File: config.mk
export PLATFORM = sky130hd
export DESIGN_NAME = tmr_scrub_ctrl
export DESIGN_NICKNAME = d
export VERILOG_FILES = /design/src/rtl/tmr_scrub_ctrl.sv
export SDC_FILE = /design/constraint.sdc
export NUM_CORES = 1
export LEC_CHECK = 0
export ABC_AREA = 0
export CAP_MARGIN = 25
export CORE_MARGIN = 5
export CORE_UTILIZATION = 35
export CTS_BUF_LIST = sky130_fd_sc_hd__clkbuf_2 sky130_fd_sc_hd__clkbuf_4 sky130_fd_sc_hd__clkbuf_8
export CTS_CLUSTER_DIAMETER = 80
export DETAILED_ROUTE_END_ITERATION = 10
export GPL_TIMING_DRIVEN = 1
export PLACE_DENSITY = 0.63
export SLEW_MARGIN = 20
export SYNTH_ARGS = -nofsm -noshare
export SYNTH_HDL_FRONTEND = slang
export SYNTH_SLANG_ARGS = --single-unit
export TNS_END_PERCENT = 100
File: constraint.sdc
create_clock -name clk -period 2 [get_ports clk]
set_clock_uncertainty 0.15 [all_clocks]
set_input_delay 0.2 -clock clk [delete_from_list [all_inputs] [get_ports clk]]
set_output_delay 0.2 -clock clk [all_outputs]
set_load 0.02 [all_outputs]
File: src/rtl/tmr_scrub_ctrl.sv
// tmr_scrub_ctrl: triple-redundant register bank with a background scrubber.
// Every word is held in three copies. User reads return the bitwise majority vote.
// The scrubber walks the bank and rewrites any word whose copies disagree.
// Defining TMR_FAULT_INJECT_EN adds a fault-injection port set (inj_*).
module tmr_scrub_ctrl #(
  parameter int WIDTH          = 8,
  parameter int DEPTH          = 16,
  parameter int SCRUB_INTERVAL = 64,
  parameter int CNT_W          = 16,
  localparam int AW            = $clog2(DEPTH)
) (
  input  logic             clk,
  input  logic             rst,
  input  logic             wr_en,
  input  logic [AW-1:0]    wr_addr,
  input  logic [WIDTH-1:0] wr_data,
  input  logic [AW-1:0]    rd_addr,
  output logic [WIDTH-1:0] rd_data,
  input  logic             scrub_en,
  output logic             scrub_busy,
  output logic             pass_done,
  output logic [CNT_W-1:0] corr_count,
  output logic             multi_err,
  input  logic             clr_status
`ifdef TMR_FAULT_INJECT_EN
  ,
  input  logic             inj_en,
  input  logic [1:0]       inj_copy,
  input  logic [AW-1:0]    inj_addr,
  input  logic [WIDTH-1:0] inj_mask
`endif
);

  localparam int IW = (SCRUB_INTERVAL > 1) ? $clog2(SCRUB_INTERVAL) : 1;
  localparam logic [IW-1:0] CNT_LAST = IW'(SCRUB_INTERVAL - 1);

  typedef enum logic [2:0] {S_IDLE, S_WAIT, S_READ, S_CHECK, S_WRITE} state_t;

  function automatic logic [WIDTH-1:0] maj(input logic [WIDTH-1:0] a,
                                           input logic [WIDTH-1:0] b,
                                           input logic [WIDTH-1:0] c);
    return (a & b) | (a & c) | (b & c);
  endfunction

  // Storage is flops rather than block RAM: every copy needs an asynchronous clear.
  logic [WIDTH-1:0] mem_q  [3][DEPTH];
  logic [WIDTH-1:0] mem_wd [3][DEPTH];
  logic             mem_we [3][DEPTH];

  state_t           state_q, state_d;
  logic [IW-1:0]    cnt_q, cnt_d;
  logic [AW-1:0]    addr_q, addr_d;
  logic [WIDTH-1:0] cr_q [3];
  logic [WIDTH-1:0] cr_d [3];
  logic [WIDTH-1:0] rd_data_q, rd_data_d;
  logic             busy_q, busy_d;
  logic             pass_q, pass_d;
  logic [CNT_W-1:0] corr_q, corr_d;
  logic             multi_q, multi_d;

  logic             wb_en;
  logic             advance;
  logic             collide;
  logic [WIDTH-1:0] scrub_vote;
  logic [1:0]       n_diff;

  // A user write to the word under scrub invalidates the latched copies.
  assign collide    = wr_en && (wr_addr == addr_q);
  assign scrub_vote = maj(cr_q[0], cr_q[1], cr_q[2]);
  assign n_diff     = 2'(cr_q[0] != scrub_vote) + 2'(cr_q[1] != scrub_vote)
                    + 2'(cr_q[2] != scrub_vote);

  // Per-copy write selection: user write beats write-back, which beats injection.
  always_comb begin
    for (int c = 0; c < 3; c++) begin
      for (int w = 0; w < DEPTH; w++) begin
        mem_we[c][w] = 1'b0;
        mem_wd[c][w] = mem_q[c][w];
`ifdef TMR_FAULT_INJECT_EN
        if (inj_en && (inj_copy == 2'(c)) && (inj_addr == AW'(w))) begin
          mem_we[c][w] = 1'b1;
          mem_wd[c][w] = mem_q[c][w] ^ inj_mask;
        end
`endif
        if (wb_en && (addr_q == AW'(w))) begin
          mem_we[c][w] = 1'b1;
          mem_wd[c][w] = scrub_vote;
        end
        if (wr_en && (wr_addr == AW'(w))) begin
          mem_we[c][w] = 1'b1;
          mem_wd[c][w] = wr_data;
        end
      end
    end
  end

  // Triplicated storage array.
  always_ff @(posedge clk or negedge rst) begin
    if (!rst) begin
      for (int c = 0; c < 3; c++)
        for (int w = 0; w < DEPTH; w++)
          mem_q[c][w] <= '0;
    end else begin
      for (int c = 0; c < 3; c++)
        for (int w = 0; w < DEPTH; w++)
          if (mem_we[c][w]) mem_q[c][w] <= mem_wd[c][w];
    end
  end

  // Scrub FSM next state, status counters and write-back request.
  always_comb begin
    state_d   = state_q;
    cnt_d     = cnt_q;
    addr_d    = addr_q;
    cr_d      = cr_q;
    corr_d    = corr_q;
    multi_d   = multi_q;
    wb_en     = 1'b0;
    advance   = 1'b0;
    pass_d    = 1'b0;
    rd_data_d = maj(mem_q[0][rd_addr], mem_q[1][rd_addr], mem_q[2][rd_addr]);
    case (state_q)
      S_IDLE: begin
        if (scrub_en) begin
          state_d = S_WAIT;
          cnt_d   = '0;
        end
      end
      S_WAIT: begin
        if (!scrub_en)              state_d = S_IDLE;
        else if (cnt_q == CNT_LAST) state_d = S_READ;
        else                        cnt_d   = cnt_q + IW'(1);
      end
      S_READ: begin
        if (collide) begin
          advance = 1'b1;
        end else begin
          for (int c = 0; c < 3; c++) cr_d[c] = mem_q[c][addr_q];
          state_d = S_CHECK;
        end
      end
      S_CHECK: begin
        if (collide) begin
          advance = 1'b1;
        end else begin
          if (n_diff >= 2'd2) multi_d = 1'b1;
          if (n_diff != 2'd0) state_d = S_WRITE;
          else                advance = 1'b1;
        end
      end
      S_WRITE: begin
        if (!collide) begin
          wb_en = 1'b1;
          if (corr_q != '1) corr_d = corr_q + CNT_W'(1);
        end
        advance = 1'b1;
      end
      default: state_d = S_IDLE;
    endcase
    // A finished (or aborted) step moves on; scrub_en low parks the FSM.
    if (advance) begin
      addr_d  = addr_q + AW'(1);
      pass_d  = &addr_q;
      cnt_d   = '0;
      state_d = scrub_en ? S_WAIT : S_IDLE;
    end
    if (clr_status) begin
      corr_d  = '0;
      multi_d = 1'b0;
    end
    busy_d = (state_d == S_READ) || (state_d == S_CHECK) || (state_d == S_WRITE);
  end

  // State and registered outputs.
  always_ff @(posedge clk or negedge rst) begin
    if (!rst) begin
      state_q   <= S_IDLE;
      cnt_q     <= '0;
      addr_q    <= '0;
      for (int c = 0; c < 3; c++) cr_q[c] <= '0;
      rd_data_q <= '0;
      busy_q    <= 1'b0;
      pass_q    <= 1'b0;
      corr_q    <= '0;
      multi_q   <= 1'b0;
    end else begin
      state_q   <= state_d;
      cnt_q     <= cnt_d;
      addr_q    <= addr_d;
      for (int c = 0; c < 3; c++) cr_q[c] <= cr_d[c];
      rd_data_q <= rd_data_d;
      busy_q    <= busy_d;
      pass_q    <= pass_d;
      corr_q    <= corr_d;
      multi_q   <= multi_d;
    end
  end

  assign rd_data    = rd_data_q;
  assign scrub_busy = busy_q;
  assign pass_done  = pass_q;
  assign corr_count = corr_q;
  assign multi_err  = multi_q;

endmodule

# == Yosys cells after proc, flatten, opt, wreduce, memory -nomap -nowiden ==
# Cells that the tools add are included.
# Widths: inputs -> output; s select.
# totals
register_bits,176
out_inout_bits,27
elab_cells,267
# op_classes
muxes,99
magnitude_cmp,3
n_eq_ne,45
addsub,5
reduce_logical,81
bitwise_logic,9
# ops
op,count
$mux 8,36
$bmux 8 s4,2
$eq 4x4->1 const B,16
$mux 16,4
$mux 1,43
$reduce_bool 2->1,21
$reduce_and 2->1,17
$logic_and 1x1->1,33
$eq 4x3->1 const B,8
$or 8x8->8,4
$mux 6,4
$mux 3,7
$add 16x1->16 const B,1
$and 8x8->8,2
$eq 4x2->1 const B,4
$ne 16x16->1 const B,1
$pmux 3 s5,1
$eq 3x2->1 const B,4
$pmux 6 s2,1
$ge 5x5->1 const B,2
$not 4->5,2
$ne 3x3->1 const B,3
$eq 4x1->1 const B,2
$logic_not 4->1,2
18 further kinds,22

# == Longest topological paths before layout ==
# Gate-level depths: netlist (run 1).
# logic_depth
depth_word,14
mapped_depth,8
depth_no_buf,6

# == Worst setup path before layout (run 1) ==
# Ideal clock, no wire load.
# synth_timing
path_kind,register to register
startpoint,"reg corr_q[0], in the netlist corr_count[0]"
endpoint,"reg corr_q[2], in the netlist corr_count[2]"
required_ns,1.725
stages_incl_launch_ff,8
period_less_slack_ns,2.177
setup_slack_ns,-0.177
setup_time_ns,0.125
t_arrival_ns,1.902
path_cell_list,dfrtp_1 ha_1 and3_1 nand4_1 nor2_1 clkbuf_1 nor3b_1 mux2_2
# synth_between
elab_chain_cells,5
# synth_lines
item,line_no,source
from (decl),58,"logic [CNT_W-1:0] corr_q, corr_d;"
from (signal assigned),194,corr_q <= corr_d;
$add 16x1->16,154,if (corr_q != '1) corr_d = corr_q + CNT_W'(1);
$mux 16,154,
$mux 16,152,if (!collide) begin
$mux 16,122,case (state_q)
$mux 16,167,if (clr_status) begin
# Parallel ways exist; a longest one is shown, timed or not. The select of a mux whose other input is x is not followed.
# A chain may end at the register's enable or synchronous reset.

# == Final worst setup path (run 1) ==
# layout_timing
startpoint,reg addr_q[0]
endpoint,reg cr_q[5] in the netlist's numbering
# layout_between
elab_chain_cells,4
# layout_lines
item,line_no,source
from (decl),52,"logic [AW-1:0] addr_q, addr_d;"
from (signal assigned),189,addr_q <= addr_d;
$not 4->5 (not written as such) or $eq 4x4->1 (tied branches),"138, 68",
$bmux 8 s4 or $logic_and 1x1->1 (tied branches),--,
$mux 8 or $not 1->1 (tied branches),--,
$mux 8 or $reduce_and 2->1 (tied branches),--,
to (decl),53,logic [WIDTH-1:0] cr_q [3];
# Parallel ways exist; a longest one is shown, timed or not. The select of a mux whose other input is x is not followed.

==> results of run 1 <==
critical path: cells and delay by family (launching register included):
| kind | cells | cell delay, ps |
|---|---|---|
| muxes | 2 | 780 |
| buffers and inverters | 2 | 300 |
| and+or+nand+nor | 1 | 80 |
| DFF | 1 | 500 |
| AOI/OAI and AO/OA | 1 | 200 |
state kept, by name, summed over array words and instances, names as in the netlist:
| signal | cells |
|---|---|
| cr_q | 8 |
| multi_err | 1 |
| scrub_busy | 1 |
| rd_data | 8 |
| pass_done | 1 |
| mem_q | 128 |
| state_q | 3 |
| addr_q | 4 |
| cnt_q | 6 |
| corr_count | 16 |
final cells by class:
class                   count  area (sq um)  share of cell area
clock buffers              18           248              0.0179
inverters                  10          37.5             0.00271
clock inverters            14           148              0.0107
flip-flops and latches    176          4410               0.319
repair buffers            181          2100               0.152
multi-input cells         633          6410               0.463
well taps                 390           488              0.0352
power groups by stage:
stage	clock, uW	sequential, uW	combinational [uW]
6_report	2580	4840	5420
5_1_grt	2780	4950	5790
4_1_cts	2630	4850	5280
3_5_place_dp	0	4900	4720
3_3_place_gp	0	4860	4670
2_1_floorplan	0	4780	3090
metrics by stage:
step | cells | setup slack (ps) | hold slack [ps] | utilization | TNS (ps)
detailed placement | 1378 | -454 | -3.27 | 0.433 | -54100
CTS | 1417 | -103 | 34.1 | 0.456 | -7050
global route | 1422 | -209 | 49.3 | 0.465 | -15600
global placement | 1378 | -419 | -6.67 | 0.433 | -55260
floorplan | 885 | -69.8 | -246 | - | -2960
finish | 1422 | -120 | 38.6 | 0.465 | -7440
metal layers:
metal,share of wire,vias up
met5,0,-
met4,0.012,0
met3,0.052,35
met2,0.48,211
met1,0.46,4119
li1,-,3604
cells in the final DEF, fill, tap and decap left out, types with 4 or more instances in the layout:
cell / count
inv_1: 8
nor2_1: 45
mux2_4: 24
ha_4: 5
mux2_2: 117
o22ai_4: 7
dfrtp_1: 172
nand2_1: 67
o31ai_1: 4
o211ai_1: 4
dlymetal6s2s_1: 9
clkbuf_8: 18
inv_6: 6
nand4_1: 7
a21oi_1: 36
a22oi_2: 16
xnor2_1: 4
o2111ai_4: 7
nor2b_1: 12
mux2i_1: 66
nand3_1: 10
nor3_1: 9
nand2b_1: 6
clkdlybuf4s50_1: 33
nor3_2: 4
mux4_2: 72
o21ai_1: 17
buf_4: 80
nor2_2: 5
o21ai_0: 32
buf_6: 9
buf_12: 42
or4_4: 5
repair_timing:
action                                  in CTS  in global routing
hold buffers                                 1                  0
gates cloned                                 2                  3
endpoints found under the hold margin      176                  0
buffers inserted                             9                 10
gates resized for setup                     55                 49
endpoints found under the setup margin     142                162
pin swaps                                   16                 35
cells by family (layout without fill, tap and decap cells):
family | after synthesis | in the layout | share of synthesized area
mux | 281 | 281 | 0.366
simple gates | 197 | 197 | 0.0875
flops | 176 | 176 | 0.415
compound gates | 141 | 141 | 0.0880
buf+inv | 76 | 223 | 0.0304
xor+xnor | 7 | 7 | 0.00577
fa+ha+maj | 6 | 6 | 0.00707
other cells | 1 | 1 | 0.000353
how the worst max path moves through the flow:
stage           endpoint  slack [ps]  cells after the start
3_5_place_dp     cr_q[7]        -450                      8
5_1_grt        mem_q[61]        -210                      8
4_1_cts        mem_q[46]        -100                      8
2_1_floorplan  mem_q[94]         -70                      6
6_report         cr_q[5]        -120                      6
3_3_place_gp     cr_q[6]        -420                      8
==> results.md, run 1 <==
* Flop pwr share at 0.377
* Clock Pin Slew Worst Setup and Hold Paths at 110 ps
* Slew headroom at 0.565
* Mean Syn Cell Area at 12.0 sq um
* Reg2reg start: addr_q[0]
* Status: finished with violations
* CTS Root Cell: clkbuf_8
* Register area share after synthesis at 0.415
* Die height at 184 um
* H-tree Lvls at 4
* Internal power at 8240 uW
* Fill cells at 2656
* Critical Setup Path Class: flop to flop
* CP arrival at 2340 ps
* # port buffers at 47
* Final ANT Viol Nets at 0
* Final setup vio count at 141
* Post-Syn Nets at 912
* Via-to-Cell Ratio at 5.60
* Area delta synth->final at 30.4%
* MaxCap Viol Count at 0
* Worst slew pin tran at 653 ps
* Mapped cell area at 10600 sq um
* Core box area at 29800 sq um
* Netlist cell types at 51
* Crit-path slowest cell: mux4_2
* Yosys top cell area share at 0.415
* Worst Setup Slack, final at -120 ps
* CTS tree: yes
* Ys Warns at 0
* # IOs at 48
* Placement-stage cell area at 12900 sq um
* Switch share at 0.358
* Clk_lat worst skew at 480 ps
* Largest net degree at the start of global routing at 50
* Cell Pwr Density at 927 nW/um^2
* Cells after Synth at 885
* Count leader, synth: dfrtp_1
* Share of total power in combinational logic at 0.422
* GR Util met2 at 0.280
* R2R cell count at 6
* CTS Buf Count at 17
* Gr ovfl total at 0
* Die X-Extent at 184 um
* Vias at 7969
* Post-synth EDFFs at 0
* First-pass GRT wire length at 47.5 mm
* Die area at 33900 sq um
* FMAX at 472 MHz
* Grt met3 use at 0.0334
* Crit-path max cell delay at 520 ps
* Avg WL per Cell at 21.2 um
* Layer with the highest usage: met2
* Fraction of the cycle the final worst path needs at 1.06
* Diode count at 0
* Design area at 13800 sq um
* Clock group share of total power at 0.201
* Fin. max-slew vios at 0
* NetSw at 4600 uW
* GPL Wtd Cong at 0.847
* Final hold viol count at 0
* Area leader, netlist: dfrtp_1
* Async set-reset flop share out of synthesis at 1.00
* CP required at 2220 ps
* Total track usage at 0.179
* RSZ-0062 raised after global routing: true
* CP startpoint: addr_q[0]
* Clock sink count at 176
* Pwr Total at 12800 uW
* CTS Buffer Depth at 2
* Row cnt at 63
* Peak VDD IR at 494 uV
* TritonRoute pass-1 iters at 5
* Reg2reg setup slack at -120 ps
* DR DRC count at 0
* Crit. End Element: flop
* #FFs+latches synth at 176
* Worst-path maximum fanout at 5
* Reg2reg end: cr_q[5]
* Hold WC Path Type: input pin to async pin
* Total wire length at 30.1 mm
* Leakage at 0.00631 uW
* CP Cell Sequence: buf_12 -> clkbuf_16 -> mux4_2 -> a22oi_2 -> nand2_1 -> mux2_2
* Commonest cells in the synthesized netlist: dfrtp_1 (176), mux2_2 (141), mux4_2 (72), nand2_1 (68), mux2i_1 (67)
* Vias in the first global route at 8079
* Synth top area cells: dfrtp_1 (41%), mux4_2 (15%), mux2_2 (15%)
* Nets at 1046
* Starting Density at 0.357
* Post-synth top flop: dfrtp_1
* Met1 usage at 0.261
* Starting DRT DRC Count at 638
* Failing checks: setup timing
* Min cycle time layout at 2120 ps
* Initial antenna violation count at 0
* DP HPWL at 20.7 mm
* CP Launch Type: flop
* Layout cell share with drive strength beyond 1 at 0.442
Note: power is estimated with default switching activity, not from simulation.
==> inputs of run 2 (changes only) <==
SKIP_LAST_GASP = 1   (was default)
==> run 2 against run 1 <==
Net effect: the flow still finishes with violations (setup timing); sequential cell count is the same; routed wire length shrank 0.32%; fmax grew 0.30%; utilization is essentially flat; first-iteration DRC count grew 2.8%; non-clock buffer count grew 1; clock power is essentially flat; die area is the same; sequential share of layout area is essentially flat; total power shrank 0.13%; global-route usage is essentially flat; critical path type unchanged; critical endpoint is now mem_q[61]; largest power group unchanged.
==> results.md, run 2 (synthesis results as in run 1) <==
* R2R cell count at 8
* Layout cell share with drive strength beyond 1 at 0.440
* Crit path buffers/inverters at 3
* CP most frequent cell: buf_6
* Final ANT Viol Nets at 0
* Via-to-Cell Ratio at 5.57
* Design area at 13800 sq um
* Row cnt at 63
* Worst slew pin tran at 654 ps
* CP Cell Sequence: xnor2_2 -> nand3_2 -> buf_6 -> buf_6 -> o2111ai_4 -> buf_12 -> mux2i_1 -> o21ai_1
* Non-Filler Instances at 1423
* # port buffers at 47
* Register area at 4410 sq um
* DR DRC count at 0
* H-tree Lvls at 4
* GPL Wtd Cong at 0.847
* CP arrival at 2330 ps
* Crit-path slowest cell: dfrtp_4
* Placement-stage cell area at 12900 sq um
* Commonest cells after routing, fill and taps aside: dfrtp_1 (172), mux2_2 (118), buf_4 (81)
* CTS tree: yes
* Worst Setup Slack, final at -114 ps
* Critical Path Stages at 8
* Commonest non-fill, non-tap cell in the layout: dfrtp_1
* Fill cells at 2658
* DP HPWL at 20.7 mm
* Fraction of the cycle the final worst path needs at 1.06
* Total track usage at 0.178
* Final hold viol count at 0
* Core box area at 29800 sq um
* Multi-input combinational cell area at 6400 sq um
* CP Capture Point: mem_q[61]
* CTS Buffer Depth at 2
* Failing checks: setup timing
* Reg2reg end: mem_q[61]
* Initial antenna violation count at 0
* Total wire length at 30.0 mm
* Crit. End Element: flop
* CP startpoint: addr_q[0]
* Leakage at 0.00616 uW
* Clk_lat worst skew at 480 ps
* Min cycle time layout at 2110 ps
* Critical Setup Path Class: flop to flop
* Placed cell count at 1378
* Clock sink count at 176
* Slew headroom at 0.564
* Cell Pwr Density at 927 nW/um^2
* First-pass GRT wire length at 47.5 mm
* Nets at 1047
* CTS Root Cell: clkbuf_8
* Peak VDD IR at 491 uV
* FMAX at 473 MHz
* Vias in the first global route at 8070
* Reg2reg setup slack at -110 ps
* Delay-heaviest family, CP: flip-flops
* Gr ovfl total at 0
* Vias at 7928
* Hold WC Path Type: input pin to async pin
* Die height at 184 um
* Largest net degree at the start of global routing at 50
* Crit-path max cell delay at 550 ps
* CP required at 2220 ps
* Worst-path maximum fanout at 8
* RSZ-0062 raised after global routing: true
* Area delta synth->final at 30.3%
* Clock Pin Slew Worst Setup and Hold Paths at 110 ps
* CP Launch Type: flop
* TritonRoute pass-1 iters at 4
* Avg WL per Cell at 21.1 um
* Die X-Extent at 184 um
* Reg2reg start: addr_q[0]
* Max reg flops at 128
* CTS Buf Count at 17
* Fin. max-slew vios at 0
* Diode count at 0
* Status: finished with violations
* Starting DRT DRC Count at 656
* MaxCap Viol Count at 0
* # IOs at 48
* Die area at 33900 sq um
* Final setup vio count at 143
* Largest register by flop count: mem_q
* Starting Density at 0.357
-- run 2: timing repair --
item	in CTS	in global routing
setup buffers	9	12
endpoints found under the setup margin	142	165
hold buffers	1	0
resized for setup	46	43
cloned	2	3
pin swaps	15	37
hold endpoints to repair	176	0
-- run 2: area by class of cell --
| type | instances | area share |
|---|---|---|
| Clock buffer | 18 | 0.0179 |
| Clock inverter | 14 | 0.0107 |
| Inverter | 10 | 0.00271 |
| Multi-Input combinational cell | 633 | 0.463 |
| Sequential cell | 176 | 0.319 |
| Tap cell | 390 | 0.0353 |
| Timing Repair Buffer | 182 | 0.152 |
-- run 2: worst min path at each step --
stage                         end  slack (ps)  cells past startpoint
CTS                 corr_count[6]          30                      2
global route        corr_count[6]          50                      2
finish              corr_count[6]          40                      2
global placement    corr_count[6]          -7                      1
floorplan               addr_q[0]        -250                      0
detailed placement  corr_count[6]          -3                      1
-- run 2: per-layer routing --
layer	vias to the layer above	track usage	routed length [um]
li1	3604	-	-
met1	4096	0.260	14000
met2	202	0.281	14200
met3	26	0.0334	1400
met4	0	0.0352	352
met5	-	0	0
-- run 2: power breakdown --
group	switching, uW	internal [uW]	leakage, uW	total, uW
sequential	535	4300	0.00234	4840
combinational	2540	2870	0.00362	5410
clock	1510	1070	0.000202	2570
total	4580	8240	0.00616	12800
-- run 2: through the flow --
stage                     power (uW)   util  hold slack (ps)  setup slack [ps]  setup TNS [ps]
after floorplan                 7880      -             -246             -69.8           -2960
after global placement          9530  0.433            -6.67              -419          -55260
after detailed placement        9620  0.433            -3.27              -454          -54100
after CTS                      12700  0.455             34.1              -107           -7280
after global routing           13500  0.464             51.5              -209          -16390
final                          12800  0.464             35.1              -114           -8360
-- run 2: worst reg2reg max path, cell delays in order, from the launching register on --
cell	delay, ps
dfrtp_4	550
xnor2_2	190
nand3_2	150
buf_6	170
buf_6	120
o2111ai_4	230
buf_12	180
mux2i_1	210
o21ai_1	70
